$ cat src/rtl/alu_seq_pkg.sv
// Shared opcodes, operand source codes and FSM state encoding for the sequential ALU.
package alu_seq_pkg;

    localparam int OP_AND = 0;
    localparam int OP_OR  = 1;
    localparam int OP_XOR = 2;
    localparam int OP_NOT = 3;
    localparam int OP_ADD = 4;
    localparam int OP_SUB = 5;
    localparam int OP_SHL = 6;
    localparam int OP_SHR = 7;
    localparam int OP_MUL = 8;
    localparam int OP_DIV = 9;

    localparam int SRC_BIT  = 0;
    localparam int SRC_WORD = 1;
    localparam int SRC_RF   = 2;
    localparam int SRC_IMM  = 3;

    typedef enum logic [1:0] {
        ST_IDLE = 2'd0,
        ST_RUN  = 2'd1,
        ST_DONE = 2'd2
    } state_t;

endpackage

$ cat src/rtl/alu_seq_muldiv.sv
// Iterative unsigned shift-add multiplier / restoring divider, one step per cycle for WIDTH cycles.
// lo_next/hi_next expose the result of the step in progress so the last step can be registered directly.
module alu_seq_muldiv
    import alu_seq_pkg::*;
#(
    parameter int WIDTH = 8
) (
    input  logic             clk,
    input  logic             rst,
    input  logic             load,
    input  logic             is_div,
    input  logic [WIDTH-1:0] a,
    input  logic [WIDTH-1:0] b,
    input  logic             step,
    output logic [WIDTH-1:0] lo_next,
    output logic [WIDTH-1:0] hi_next,
    output logic             last,
    output logic             div_zero
);

    localparam int CW = (WIDTH > 2) ? $clog2(WIDTH) : 1;

    logic [WIDTH-1:0] acc_q, acc_d;
    logic [WIDTH-1:0] mq_q, mq_d;
    logic [WIDTH-1:0] opnd_q, opnd_d;
    logic             div_q, div_d;
    logic [CW-1:0]    cnt_q, cnt_d;

    logic [WIDTH:0]   add;
    logic [WIDTH:0]   shifted;
    logic [WIDTH:0]   trial;
    logic             ge;
    logic [WIDTH-1:0] hi_step;
    logic [WIDTH-1:0] lo_step;

    assign last     = step && (cnt_q == CW'(WIDTH - 1));
    assign lo_next  = lo_step;
    assign hi_next  = hi_step;
    assign div_zero = div_q && (opnd_q == '0);

    // acc/mq hold {product high, multiplier} for MUL and {remainder, quotient} for DIV.
    // A zero divisor naturally yields an all-ones quotient and the dividend as remainder.
    always_comb begin
        acc_d   = acc_q;
        mq_d    = mq_q;
        opnd_d  = opnd_q;
        div_d   = div_q;
        cnt_d   = cnt_q;
        add     = mq_q[0] ? ({1'b0, acc_q} + {1'b0, opnd_q}) : {1'b0, acc_q};
        shifted = {acc_q, mq_q[WIDTH-1]};
        trial   = shifted - {1'b0, opnd_q};
        ge      = (shifted >= {1'b0, opnd_q});
        if (div_q) begin
            hi_step = ge ? trial[WIDTH-1:0] : shifted[WIDTH-1:0];
            lo_step = {mq_q[WIDTH-2:0], ge};
        end else begin
            hi_step = add[WIDTH:1];
            lo_step = {add[0], mq_q[WIDTH-1:1]};
        end
        if (load) begin
            acc_d  = '0;
            mq_d   = a;
            opnd_d = b;
            div_d  = is_div;
            cnt_d  = '0;
        end else if (step) begin
            acc_d = hi_step;
            mq_d  = lo_step;
            cnt_d = last ? '0 : cnt_q + CW'(1);
        end
    end

    always_ff @(posedge clk or posedge rst) begin
        if (rst) begin
            acc_q  <= '0;
            mq_q   <= '0;
            opnd_q <= '0;
            div_q  <= 1'b0;
            cnt_q  <= '0;
        end else begin
            acc_q  <= acc_d;
            mq_q   <= mq_d;
            opnd_q <= opnd_d;
            div_q  <= div_d;
            cnt_q  <= cnt_d;
        end
    end

endmodule

$ cat src/rtl/alu_seq.sv
// Multi-cycle ALU: dual operand source muxes, start/busy/done handshake, registered result and flags.
// Define ALU_SEQ_MULDIV_EN to build the iterative MUL/DIV engine; otherwise opcodes 08/09 are illegal.
module alu_seq
    import alu_seq_pkg::*;
#(
    parameter int WIDTH   = 8,
    parameter int IWIDTH  = 8,
    parameter int SOURCES = 4
) (
    input  logic                       clk,
    input  logic                       rst,
    input  logic                       start,
    input  logic [IWIDTH-1:0]          op_code,
    input  logic [$clog2(SOURCES)-1:0] source1_choice,
    input  logic                       bit_mem_a,
    input  logic [WIDTH-1:0]           word_mem_a,
    input  logic [WIDTH-1:0]           rf_a,
    input  logic [WIDTH-1:0]           imm_a,
    input  logic [$clog2(SOURCES)-1:0] source2_choice,
    input  logic                       bit_mem_b,
    input  logic [WIDTH-1:0]           word_mem_b,
    input  logic [WIDTH-1:0]           rf_b,
    input  logic [WIDTH-1:0]           imm_b,
    input  logic                       alu_c_in,
    input  logic                       alu_b_in,
    output logic                       busy,
    output logic                       done,
    output logic [WIDTH-1:0]           alu_out,
    output logic [WIDTH-1:0]           alu_out_hi,
    output logic                       alu_c_out,
    output logic                       alu_b_out,
    output logic                       alu_z_out,
    output logic                       alu_err
);

    localparam int SW = $clog2(SOURCES);

    localparam logic [IWIDTH-1:0] L_AND = IWIDTH'(OP_AND);
    localparam logic [IWIDTH-1:0] L_OR  = IWIDTH'(OP_OR);
    localparam logic [IWIDTH-1:0] L_XOR = IWIDTH'(OP_XOR);
    localparam logic [IWIDTH-1:0] L_NOT = IWIDTH'(OP_NOT);
    localparam logic [IWIDTH-1:0] L_ADD = IWIDTH'(OP_ADD);
    localparam logic [IWIDTH-1:0] L_SUB = IWIDTH'(OP_SUB);
    localparam logic [IWIDTH-1:0] L_SHL = IWIDTH'(OP_SHL);
    localparam logic [IWIDTH-1:0] L_SHR = IWIDTH'(OP_SHR);
`ifdef ALU_SEQ_MULDIV_EN
    localparam logic [IWIDTH-1:0] L_MUL = IWIDTH'(OP_MUL);
    localparam logic [IWIDTH-1:0] L_DIV = IWIDTH'(OP_DIV);
`endif

    function automatic logic [WIDTH-1:0] pick_source(
        input logic [SW-1:0]    sel,
        input logic             bit_v,
        input logic [WIDTH-1:0] word_v,
        input logic [WIDTH-1:0] rf_v,
        input logic [WIDTH-1:0] imm_v
    );
        logic [WIDTH-1:0] r;
        r = '0;
        case (32'(sel))
            SRC_BIT:  r = {{(WIDTH-1){1'b0}}, bit_v};
            SRC_WORD: r = word_v;
            SRC_RF:   r = rf_v;
            SRC_IMM:  r = imm_v;
            default:  r = '0;
        endcase
        return r;
    endfunction

    state_t           state_q, state_d;
    logic             busy_q, busy_d;
    logic             done_q, done_d;
    logic [WIDTH-1:0] out_q, out_d;
    logic [WIDTH-1:0] hi_q, hi_d;
    logic             c_q, c_d;
    logic             b_q, b_d;
    logic             z_q, z_d;
    logic             err_q, err_d;

    logic [WIDTH-1:0] opa;
    logic [WIDTH-1:0] opb;
    logic [WIDTH:0]   sum;
    logic [WIDTH:0]   diff;
    logic [WIDTH-1:0] res;
    logic             res_c;
    logic             res_b;
    logic             res_err;
    logic             is_md;

    assign opa = pick_source(source1_choice, bit_mem_a, word_mem_a, rf_a, imm_a);
    assign opb = pick_source(source2_choice, bit_mem_b, word_mem_b, rf_b, imm_b);

`ifdef ALU_SEQ_MULDIV_EN
    logic             md_load;
    logic [WIDTH-1:0] md_lo;
    logic [WIDTH-1:0] md_hi;
    logic             md_last;
    logic             md_div_zero;

    assign md_load = start && (state_q != ST_RUN) && is_md;

    alu_seq_muldiv #(.WIDTH(WIDTH)) u_muldiv (
        .clk      (clk),
        .rst      (rst),
        .load     (md_load),
        .is_div   (op_code == L_DIV),
        .a        (opa),
        .b        (opb),
        .step     (state_q == ST_RUN),
        .lo_next  (md_lo),
        .hi_next  (md_hi),
        .last     (md_last),
        .div_zero (md_div_zero)
    );
`endif

    // Single-cycle result; sum/diff bit WIDTH is the carry / borrow.
    always_comb begin
        sum     = {1'b0, opa} + {1'b0, opb} + {{WIDTH{1'b0}}, alu_c_in};
        diff    = {1'b0, opa} - {1'b0, opb} - {{WIDTH{1'b0}}, alu_b_in};
        res     = '0;
        res_c   = 1'b0;
        res_b   = 1'b0;
        res_err = 1'b0;
        is_md   = 1'b0;
        case (op_code)
            L_AND: res = opa & opb;
            L_OR:  res = opa | opb;
            L_XOR: res = opa ^ opb;
            L_NOT: res = ~opa;
            L_ADD: {res_c, res} = sum;
            L_SUB: {res_b, res} = diff;
            L_SHL: begin
                res   = {opa[WIDTH-2:0], 1'b0};
                res_c = opa[WIDTH-1];
            end
            L_SHR: begin
                res   = {1'b0, opa[WIDTH-1:1]};
                res_c = opa[0];
            end
`ifdef ALU_SEQ_MULDIV_EN
            L_MUL, L_DIV: is_md = 1'b1;
`endif
            default: res_err = 1'b1;
        endcase
    end

    // Outputs only change on the cycle that raises done; otherwise they hold.
    always_comb begin
        state_d = state_q;
        done_d  = 1'b0;
        out_d   = out_q;
        hi_d    = hi_q;
        c_d     = c_q;
        b_d     = b_q;
        z_d     = z_q;
        err_d   = err_q;
        if (state_q == ST_RUN) begin
`ifdef ALU_SEQ_MULDIV_EN
            if (md_last) begin
                state_d = ST_DONE;
                done_d  = 1'b1;
                out_d   = md_div_zero ? '1 : md_lo;
                hi_d    = md_hi;
                c_d     = 1'b0;
                b_d     = 1'b0;
                err_d   = md_div_zero;
            end
`endif
        end else if (start) begin
            if (is_md) begin
                state_d = ST_RUN;
            end else begin
                state_d = ST_DONE;
                done_d  = 1'b1;
                out_d   = res;
                hi_d    = '0;
                c_d     = res_c;
                b_d     = res_b;
                err_d   = res_err;
            end
        end else if (state_q == ST_DONE) begin
            state_d = ST_IDLE;
        end
        if (done_d) begin
            z_d = (out_d == '0);
        end
        busy_d = (state_d == ST_RUN);
    end

    always_ff @(posedge clk or posedge rst) begin
        if (rst) begin
            state_q <= ST_IDLE;
            busy_q  <= 1'b0;
            done_q  <= 1'b0;
            out_q   <= '0;
            hi_q    <= '0;
            c_q     <= 1'b0;
            b_q     <= 1'b0;
            z_q     <= 1'b0;
            err_q   <= 1'b0;
        end else begin
            state_q <= state_d;
            busy_q  <= busy_d;
            done_q  <= done_d;
            out_q   <= out_d;
            hi_q    <= hi_d;
            c_q     <= c_d;
            b_q     <= b_d;
            z_q     <= z_d;
            err_q   <= err_d;
        end
    end

    assign busy       = busy_q;
    assign done       = done_q;
    assign alu_out    = out_q;
    assign alu_out_hi = hi_q;
    assign alu_c_out  = c_q;
    assign alu_b_out  = b_q;
    assign alu_z_out  = z_q;
    assign alu_err    = err_q;

endmodule

$ cat config.mk
export PLATFORM = sky130hd
export DESIGN_NAME = alu_seq
export DESIGN_NICKNAME = d
export VERILOG_FILES = /design/src/rtl/alu_seq_pkg.sv /design/src/rtl/alu_seq_muldiv.sv /design/src/rtl/alu_seq.sv
export SDC_FILE = /design/constraint.sdc
export NUM_CORES = 1
export LEC_CHECK = 0
export ABC_AREA = 0
export BUFFER_PORTS_ARGS = -buffer_cell sky130_fd_sc_hd__buf_2
export CAP_MARGIN = 10
export CORE_MARGIN = 5
export CORE_UTILIZATION = 33
export DETAILED_ROUTE_END_ITERATION = 10
export PLACE_DENSITY = 0.62
export SETUP_SLACK_MARGIN = 0.3
export SLEW_MARGIN = 5
export SYNTH_ARGS = -nofsm -noshare
export SYNTH_HDL_FRONTEND = slang
export SYNTH_SLANG_ARGS = --single-unit
$ cat constraint.sdc
create_clock -name clk -period 4.55 [get_ports clk]
set_input_delay 0.2275 -clock clk [delete_from_list [all_inputs] [get_ports clk]]
set_output_delay 0.2275 -clock clk [all_outputs]
set_load 0.05 [all_outputs]
==> reports/results.ini <==
[detailed_routing]
drt-wirelength-per-cell_um=16.0
length_of_the_first_detailed_routing_pass_in_iterations=5
drt.antenna.violating_nets=0
finalWirelength_um=7550
detailedRoute.firstIterationViolations=190
via_per_inst=5.32
routed-via-count=2508
remaining_drc_errors=0

[logic_synthesis]
async_flop_share=1.00
synthXorXnorAreaFrac=0.0343
largest_family_of_logic_cells_by_synthesized_area=compound AO/OA/AOI/OAI gates
synth.largest_area_cell=sky130_fd_sc_hd__dfrtp_1
synth_sequential_area_ratio=0.157
simple_gate_share_of_the_synthesized_area=0.163
synthesis.instances=302
synth-seq-cells=16
synth_largest_type_area_fraction=0.157
yosys-top-cells-area=sky130_fd_sc_hd__dfrtp_1 16%, sky130_fd_sc_hd__ha_1 14%, sky130_fd_sc_hd__mux2_2 6.6%
synth.avg_cell_area_um2=8.46
yosys-top-cells-count=29 x sky130_fd_sc_hd__inv_1, 28 x sky130_fd_sc_hd__ha_1, 25 x sky130_fd_sc_hd__nand2_1
synthMuxAreaShare=0.125
synth_enable_flop_cells=0
yosys.cell_types.count=65
synthesis.area_um2=2550
synth-adder-area-share=0.169
dominantRegCellSynth=sky130_fd_sc_hd__dfrtp_1
yosys.cell_count.top_type=sky130_fd_sc_hd__inv_1
synth_compound_area_frac=0.244
yosysWarnings=0

[final_layout]
num-nets-final=469
final_area_um2=3010
antenna_cells=0
drive_gt1_frac=0.312
fin_util=0.394
layout-area-overhead-vs-synth_pct=17.9

[timing]
slew_viol_final=0
final-setup-viol-count=0
final.setup.tns_ns=0
clock.fmax_ghz=0.312
setup_repair_after_global_routing_missed_its_margin=no
timing_hold_violations_final=0
period_minus_slack_ns=3.20
max_slew.worst_pin.slew_ns=0.912
layout_worst_path_cycle_share=0.703
worst_clock_skew_ns=0.00277
timing.max_slew.rel_slack=0.390

[global_route]
global_route.overflow_total=0
antenna_found_initial=0
grt_pass1_vias=2470
grt_start_max_net_pins=38
grtUsageTotal=0.154
grt_pass1_wl_um=12200

[setup_path]
r2r-start=state_q[1]
critical_path_end=alu_z_out
worst_path_dominant_cell_family=compound AO/OA/AOI/OAI gates
critical_path_arrival_ns=3.35
crit_slowest_cell=sky130_fd_sc_hd__mux4_1
critical_path_startpoint_category=input port
cp_max_fo=11
worst-r2r-cell-count=8
setup.worst_path.start=source1_choice[1]
reg2reg_slack_ns=2.08
timing.rr.end=alu_z_out
critical_path.n_buffers_inverters=3
path_cells=buf_2, mux4_1, inv_1, fa_1, inv_1, fa_1, o21a_1, nor2_1, o21ai_0, xnor2_1, nor2_1, o32a_1, o41ai_2
logic_depth_of_the_worst_setup_path_including_buffers=13
crit_path_end_kind=flop
cpPeakStageDelay_ns=0.65
timing.critical_path.required_ns=4.70
timing.setup.critical_path_class=in2reg

[placement]
detailed_place.area_um2=2960
numPortBuffers=80
hpwlAfterDp_um=6170
gp_routability_congestion=0.917

[die]
die_w_um=98.0
floorplan.rows=32
fp.dieH_um=98.0
initial_utilization=0.334
fp.coreArea_um2=7650
die-area_um2=9600
ios=89

[clock_tree]
clock_insertion_delay_worst_skew_ns=0.25
cts_buffers=3
clock_sink_count=16
cts_hold_buffers=0
cts_resized=0
clk_pin_slew_worst_paths_ns=0.06
ctsRootBufferMaster=sky130_fd_sc_hd__clkbuf_8
post_cts_setup_buffer_count=0
cts-root-to-sink-buffers=2
tritoncts=built
cts-htree-levels=1

[pwr]
peakVddDrop_mv=0.0904
p_per_area_nw_per_um2=205
pleak_nw=1.53

[flow_run]
drv_cap=0

[hold_path]
timing.hold.worst.class=in2async

[run_status]
status=finished, final reports clean

[worst reg2reg max path, delay by kind of cell (launching register included)]
family,cells,cell delay (ns)
compound gates,2,0.29
buf+inv,1,0.40
flops,1,0.38
simple gates,5,1.31
[placed cells by master, fill, tap and decap left out, drive strengths merged, types with 2 or more instances in the layout]
cell type,count
xor2,4
clkinv,3
buf,80
o22ai,2
a211o,3
a22o,5
dfrtp,16
fa,4
o211ai,4
xnor2,6
nand3,5
a221oi,3
mux2,16
a22oi,8
nor2b,7
o31ai,3
conb,8
a31oi,9
o41ai,2
or2,2
or3,2
o32a,2
nor2,16
inv,29
o21ai,10
nand2,25
nand4,3
and3,3
nand3b,2
mux2i,2
a21oi,9
a211oi,4
ha,28
nor3,3
a21o,8
clkbuf,4
nand2b,6
mux4,5
o2111ai,2
[final cells by class]
cell class,count,area (um2)
Timing Repair Buffer,80,400
Multi-Input combinational cell,237,1910
Tap cell,102,128
Sequential cell,16,400
Inverter,32,120
Fill cell,811,4640
Clock buffer,4,55.1
[power breakdown]
part	switching, mW	internal [mW]	total [mW]
sequential	0.00221	0.146	0.148
clock	0.0481	0.0768	0.125
combinational	0.197	0.146	0.344
total	0.248	0.369	0.617
[how the worst min path moves through the flow]
stage	cells past startpoint	endpoint
global route	2	alu_out[4]
global placement	2	state_q[0]
floorplan	1	alu_b_out
finish	2	state_q[1]
detailed placement	2	state_q[0]
CTS	2	alu_b_out
[per-stage QoR]
stage | instances | hold WS, ns | setup WS [ns] | power [mW]
after global routing | 471 | 0.109 | 1.10 | 0.665
after CTS | 471 | 0.0550 | 1.33 | 0.619
after detailed placement | 467 | 0.322 | 1.07 | 0.493
after floorplan | 309 | 0.141 | 1.30 | 0.414
final | 471 | 0.0401 | 1.35 | 0.617
after global placement | 467 | 0.315 | 1.16 | 0.488
[flip-flops by register name (all words and copies together) (netlist names)]
signal and count:
alu_out 8, alu_c_out 1, done 1, alu_err 1, alu_z_out 1, busy 1, state_q 2, alu_b_out 1
[metal layers]
layer | GRT usage | part of all wire | vias up | wire length (um)
met4 | 0.0469 | 0.023 | 0 | 174
met3 | 0.0264 | 0.087 | 13 | 659
met5 | 0 | 0 | - | 0
met2 | 0.232 | 0.43 | 129 | 3240
li1 | - | - | 1223 | -
met1 | 0.224 | 0.46 | 1143 | 3470
[logic make-up (layout without fill, tap and decap cells)]
family | after synthesis | count (layout)
AOI/OAI and AO/OA | 83 | 83
buffers and inverters | 56 | 116
adders and majority gates | 32 | 32
xor gates and xnor gates | 10 | 10
and+or+nand+nor | 81 | 81
DFF | 16 | 16
other | 1 | 8
muxes | 23 | 23
Note: power is estimated with default switching activity, not from simulation.
